## config.mk

```make
export PLATFORM = sky130hd
export DESIGN_NAME = write_buffer
export DESIGN_NICKNAME = d
export VERILOG_FILES = /design/src/rtl/buffer_pkg.sv /design/src/rtl/write_buffer.sv
export SDC_FILE = /design/constraint.sdc
export NUM_CORES = 1
export LEC_CHECK = 0
export BUFFER_PORTS_ARGS = -buffer_cell sky130_fd_sc_hd__buf_4
export CELL_PAD_IN_SITES_DETAIL_PLACEMENT = 1
export CELL_PAD_IN_SITES_GLOBAL_PLACEMENT = 2
export CORE_UTILIZATION = 35
export DETAILED_ROUTE_END_ITERATION = 7
export GPL_ROUTABILITY_DRIVEN = 0
export MAX_ROUTING_LAYER = met4
export PLACE_DENSITY = 0.95
export RECOVER_POWER = 50
export SKIP_CTS_REPAIR_TIMING = 1
export SLEW_MARGIN = 20
export SYNTH_ARGS = -nofsm -noshare
export SYNTH_HDL_FRONTEND = slang
export SYNTH_SLANG_ARGS = --single-unit
export TNS_END_PERCENT = 50
```

## constraint.sdc

```tcl
create_clock -name clk -period 33.5 [get_ports clk]
set_input_delay 1.675 -clock clk [delete_from_list [all_inputs] [get_ports clk]]
set_output_delay 1.675 -clock clk [all_outputs]
set_load 0.005 [all_outputs]
```

## src/rtl/buffer_pkg.sv

```systemverilog
// Shared definitions for the read/write line buffers: state encoding and lane mapping.
// Latency: none (types and constant functions only).
// Backpressure: not applicable.
package buffer_pkg;

    // Two-phase buffer: collect elements, then hold the line until memory takes it.
    typedef enum logic {
        FILL  = 1'b0,
        DRAIN = 1'b1
    } buf_state_t;

    // Number of element slots in one memory line.
    function automatic int max_elems(input int full_width, input int width);
        return full_width / width;
    endfunction

    // LSB of slot j inside a line; slot 0 is the most significant lane so that
    // the read and write buffers agree element-for-element.
    function automatic int lane_lsb(input int slot, input int full_width, input int width);
        return full_width - width * (slot + 1);
    endfunction

endpackage

```

## src/rtl/write_buffer.sv

```systemverilog
// Packs WIDTH-bit elements into one FULL_WIDTH-bit line with a valid mask, then issues it as one write.
// Latency: line valid the cycle after the closing accept/flush; iready returns the cycle after the write handshake.
// Backpressure: iready is low for the whole DRAIN phase; line contents hold until wready is seen.
module write_buffer
    import buffer_pkg::*;
#(
    parameter int FULL_WIDTH = 512,
    parameter int WIDTH      = 64
) (
    input  logic                                        clk,
    input  logic                                        rst,
    input  logic                                        idata_valid,
    input  logic [WIDTH-1:0]                            idata,
    input  logic [7:0]                                  base,
    input  logic                                        flush,
    output logic                                        iready,
    output logic                                        wvalid,
    input  logic                                        wready,
    output logic [FULL_WIDTH-1:0]                       wdata,
    output logic [max_elems(FULL_WIDTH, WIDTH)-1:0]     wmask,
    output logic [7:0]                                  wcount
);

    localparam int         MAX_ELEMS = max_elems(FULL_WIDTH, WIDTH);
    localparam logic [7:0] NUM_SLOTS = 8'(MAX_ELEMS);
    localparam logic [7:0] LAST_SLOT = 8'(MAX_ELEMS - 1);

    buf_state_t               state;
    buf_state_t               state_nxt;
    logic [7:0]               wrptr;
    logic [7:0]               slot;
    logic                     accept;
    logic                     drain_done;
    logic [MAX_ELEMS-1:0]     lane_we;

    assign iready     = (state == FILL);
    assign wvalid     = (state == DRAIN);
    assign accept     = idata_valid & iready;
    assign drain_done = wvalid & wready;

    // Target slot: an empty buffer starts at base (out-of-range base falls back to 0), otherwise continue at wrptr.
    always_comb begin
        slot = wrptr;
        if (wcount == 8'd0) begin
            slot = (base < NUM_SLOTS) ? base : 8'd0;
        end
    end

    // Close the line on the last slot, or on flush when something is (or is about to be) buffered.
    always_comb begin
        state_nxt = state;
        case (state)
            FILL: begin
                if (accept && (slot == LAST_SLOT)) begin
                    state_nxt = DRAIN;
                end else if (flush && (accept || (wcount != 8'd0))) begin
                    state_nxt = DRAIN;
                end
            end
            DRAIN: begin
                if (wready) begin
                    state_nxt = FILL;
                end
            end
            default: state_nxt = FILL;
        endcase
    end

    // State register.
    always_ff @(posedge clk or posedge rst) begin
        if (rst) begin
            state <= FILL;
        end else begin
            state <= state_nxt;
        end
    end

    // Write pointer and element count: advance per accept, clear once the line is written.
    always_ff @(posedge clk or posedge rst) begin
        if (rst) begin
            wrptr  <= 8'd0;
            wcount <= 8'd0;
        end else if (drain_done) begin
            wrptr  <= 8'd0;
            wcount <= 8'd0;
        end else if (accept) begin
            wrptr  <= slot + 8'd1;
            wcount <= wcount + 8'd1;
        end
    end

    for (genvar j = 0; j < MAX_ELEMS; j++) begin : g_lane
        logic [WIDTH-1:0] lane_dat;
        logic             lane_vld;

        assign lane_we[j] = accept && (slot == 8'(j));

        // Per-slot storage: load on its write-enable, zero after the line leaves so unused lanes read 0.
        always_ff @(posedge clk or posedge rst) begin
            if (rst) begin
                lane_dat <= '0;
                lane_vld <= 1'b0;
            end else if (drain_done) begin
                lane_dat <= '0;
                lane_vld <= 1'b0;
            end else if (lane_we[j]) begin
                lane_dat <= idata;
                lane_vld <= 1'b1;
            end
        end

        assign wdata[lane_lsb(j, FULL_WIDTH, WIDTH) +: WIDTH] = lane_dat;
        assign wmask[MAX_ELEMS-1-j]                          = lane_vld;
    end

endmodule

```

==> impl_metrics.toml <==
[clock_tree]
cts.sinks = 537
ctsLongestPathBuffers = 3
cts.clk_slew.worst_paths_ns = 0.06
clockRootBuffer = "clkbuf_16"
h-tree-depth = 2
clk_latency_ns = 0.59
cts_tree = "done"
numCtsBuffers = 57

[synth]
ys_async_sr_fraction = 1.00
synth_xor_area_frac = 0.000813
synth_mux_area_frac = 0.0516
syn_area_um2 = 21500
synthAdderAreaFrac = 0.00348
synth_flop_cell = "dfrtp_1"
synthCells = 2047
synth_top_family_by_area = "simple AND/OR/NAND/NOR gates"
syn-num-nets = 2130
synth-compound-area-share = 0.122
synthDistinctLibCells = 44
synth-seq-cells = 537
yosysWarningCount = 0
syn_area_per_cell_um2 = 10.5
synth-edff-count = 0
synth-simple-area-share = 0.148
yosysSeqAreaShare = 0.624

[place]
hpwl_um = 56200
io_buffers = 606

[pwr]
swShare = 0.331
p_int_mw = 1.24
p_clk_frac = 0.351
power.density_nw_per_um2 = 67.7
p_leak_nw = 13.3
peakVddDrop_uv = 35.7
p_comb_frac = 0.223
p_sw_mw = 0.610
seqPwrFrac = 0.426
total_power_mw = 1.85

[floorplan]
rows = 90
die_h_um = 250
core_um2 = 60600
pin_count = 607
die_w_um = 250
initial_utilization = 0.356
die_area_um2 = 62600

[critical_path]
crit_arrival_ns = 7.61
cp-start-kind = "input port"
endpoint_kind = "asynchronous set/reset pin"
r2r_slack_ns = 27.99
cp_max_fo = 100
path_class = "input port to asynchronous set/reset pin"
critPathRequiredTime_ns = 33.19

[job]
drv_cap = 4

[sta]
finalMaxSlewViolations = 304
post-route-period-util = 0.236
fin_crit_ns = 7.91
hold_viol = 0
finClkSkew_ns = 0.0117
rsz0062_at_grt = "no"
holdWs_ns = 0.491
finalSetupViolations = 0
timing.fmax_mhz = 126
setup_tns_ns = 0
tightest_slew_ns = 4.55
relSlewSlack = -2.05

[hold_path]
hold_path.class = "flip-flop to flip-flop"

[grt]
grt_max_degree = 159
use_met2 = 0.451
grt_pass1_vias = 19800
grt.total_usage = 0.275
met3_usage = 0.0581
antenna_found_initial = 1
grt_pass1_wl_um = 128000
met1_usage = 0.327
grt_overflow_total = 0
busiest_layer = "met2"

[routing]
vias = 18600
ant_nets = 0
drc = 0
via_per_inst = 5.53
drtIter0Drc = 1365
wirelength_um = 84800
drt-pass1-iter-count = 5
routedWlPerCell_um = 25.2

[run_status]
outcome = "finished, violations left"
failed_checks = "max-capacitance violations, max-slew violations"

[final_layout]
fin_nets = 2629
layout_common_cells = "dfrtp_1, nand3_1, o21ai_0"
layout.cells.most_common = "dfrtp_1"
drive_gt1_frac = 0.188
area_growth_pct = 26.6
final_core_util = 0.450
[cell usage after synthesis, types with 2 or more instances]
master,instances,share of area
dfrtp_1,537,0.62
and2_1,2,0.00058
nand4_1,2,0.00058
buf_6,18,0.0094
nand2_2,3,0.00087
o2111ai_1,3,0.0012
nand3_1,367,0.085
buf_12,6,0.0056
nand2_1,298,0.052
nor3_1,2,0.00046
or4_1,2,0.00070
nor2_1,8,0.0014
inv_1,7,0.0012
buf_1,17,0.0030
mux2i_1,107,0.050
buf_2,46,0.011
o211ai_1,50,0.017
clkbuf_1,93,0.016
and2_4,2,0.00081
a22o_1,4,0.0016
mux2_4,2,0.0014
a21oi_1,2,0.00046
ha_1,6,0.0035
buf_4,13,0.0045
o21ai_0,317,0.074
o31ai_1,2,0.00070
and3_1,6,0.0017
nor2b_1,4,0.0012
a31oi_1,2,0.00058
o21ai_1,105,0.024
[kinds of logic (layout without fill, tap and decap cells)]
family | count (synthesis) | in the layout
muxes | 110 | 110
other | 0 | 1
DFF | 537 | 537
buffers and inverters | 200 | 736
and+or+nand+nor | 702 | 702
xor gates and xnor gates | 2 | 2
AOI/OAI and AO/OA | 490 | 490
adders and majority gates | 6 | 6
[worst paths after layout]
path,to,cells after the start,start
setup / recovery,g_lane[7].lane_dat[28],3,rst
hold / removal,g_lane[1].lane_vld,2,g_lane[1].lane_vld
setup reg to reg,g_lane[4].lane_dat[34],8,wvalid
hold reg to reg,g_lane[1].lane_vld,2,g_lane[1].lane_vld
max in group clk,g_lane[4].lane_dat[34],9,wready
min in group asynchronous,g_lane[0].lane_dat[46],2,rst
[metrics by stage]
stage	cells	setup WS (ns)	area, um2
after floorplan	2047	16.82	21500
after global placement	3269	26.97	26300
after detailed placement	3269	26.78	26300
after CTS	3365	27.37	28200
after global routing	3366	24.26	27300
final	3366	25.59	27300
[flip-flops by register name, summed over array words and instances, names as in the netlist]
signal and flops:
g_lane.lane_dat 512, g_lane.lane_vld 8, wcount 8, wrptr 8, wvalid 1
[per-layer routing]
| layer | share of wire | routed length [um] |
|---|---|---|
| met1 | 0.39 | 33300 |
| met2 | 0.49 | 41600 |
| met3 | 0.067 | 5720 |
| met5 | 0 | 0 |
| met4 | 0.050 | 4230 |
[final cells by class]
type | instances | area, um2
Sequential cell | 537 | 13400
Clock inverter | 11 | 184
Multi-Input combinational cell | 1310 | 7110
Clock buffer | 85 | 1700
Fill cell | 6868 | 33300
Tap cell | 782 | 978
Timing Repair Buffer | 633 | 3830
Antenna cell | 1 | 2.50
Inverter | 7 | 27.5
[worst max-delay path: stages]
cell and delay, ns:
clkbuf_4 0.11, clkinvlp_2 2.52, clkbuf_1 3.16
[power by group through the flow]
| stage | clock (mW) | combinational, mW | sequential (mW) |
|---|---|---|---|
| finish | 0.647 | 0.412 | 0.787 |
| CTS | 0.656 | 0.463 | 0.788 |
| floorplan | 0 | 0.210 | 0.793 |
| global placement | 0 | 0.444 | 0.794 |
| detailed placement | 0 | 0.461 | 0.798 |
| global route | 0.678 | 0.446 | 0.796 |
Note: power is estimated with default switching activity, not from simulation.
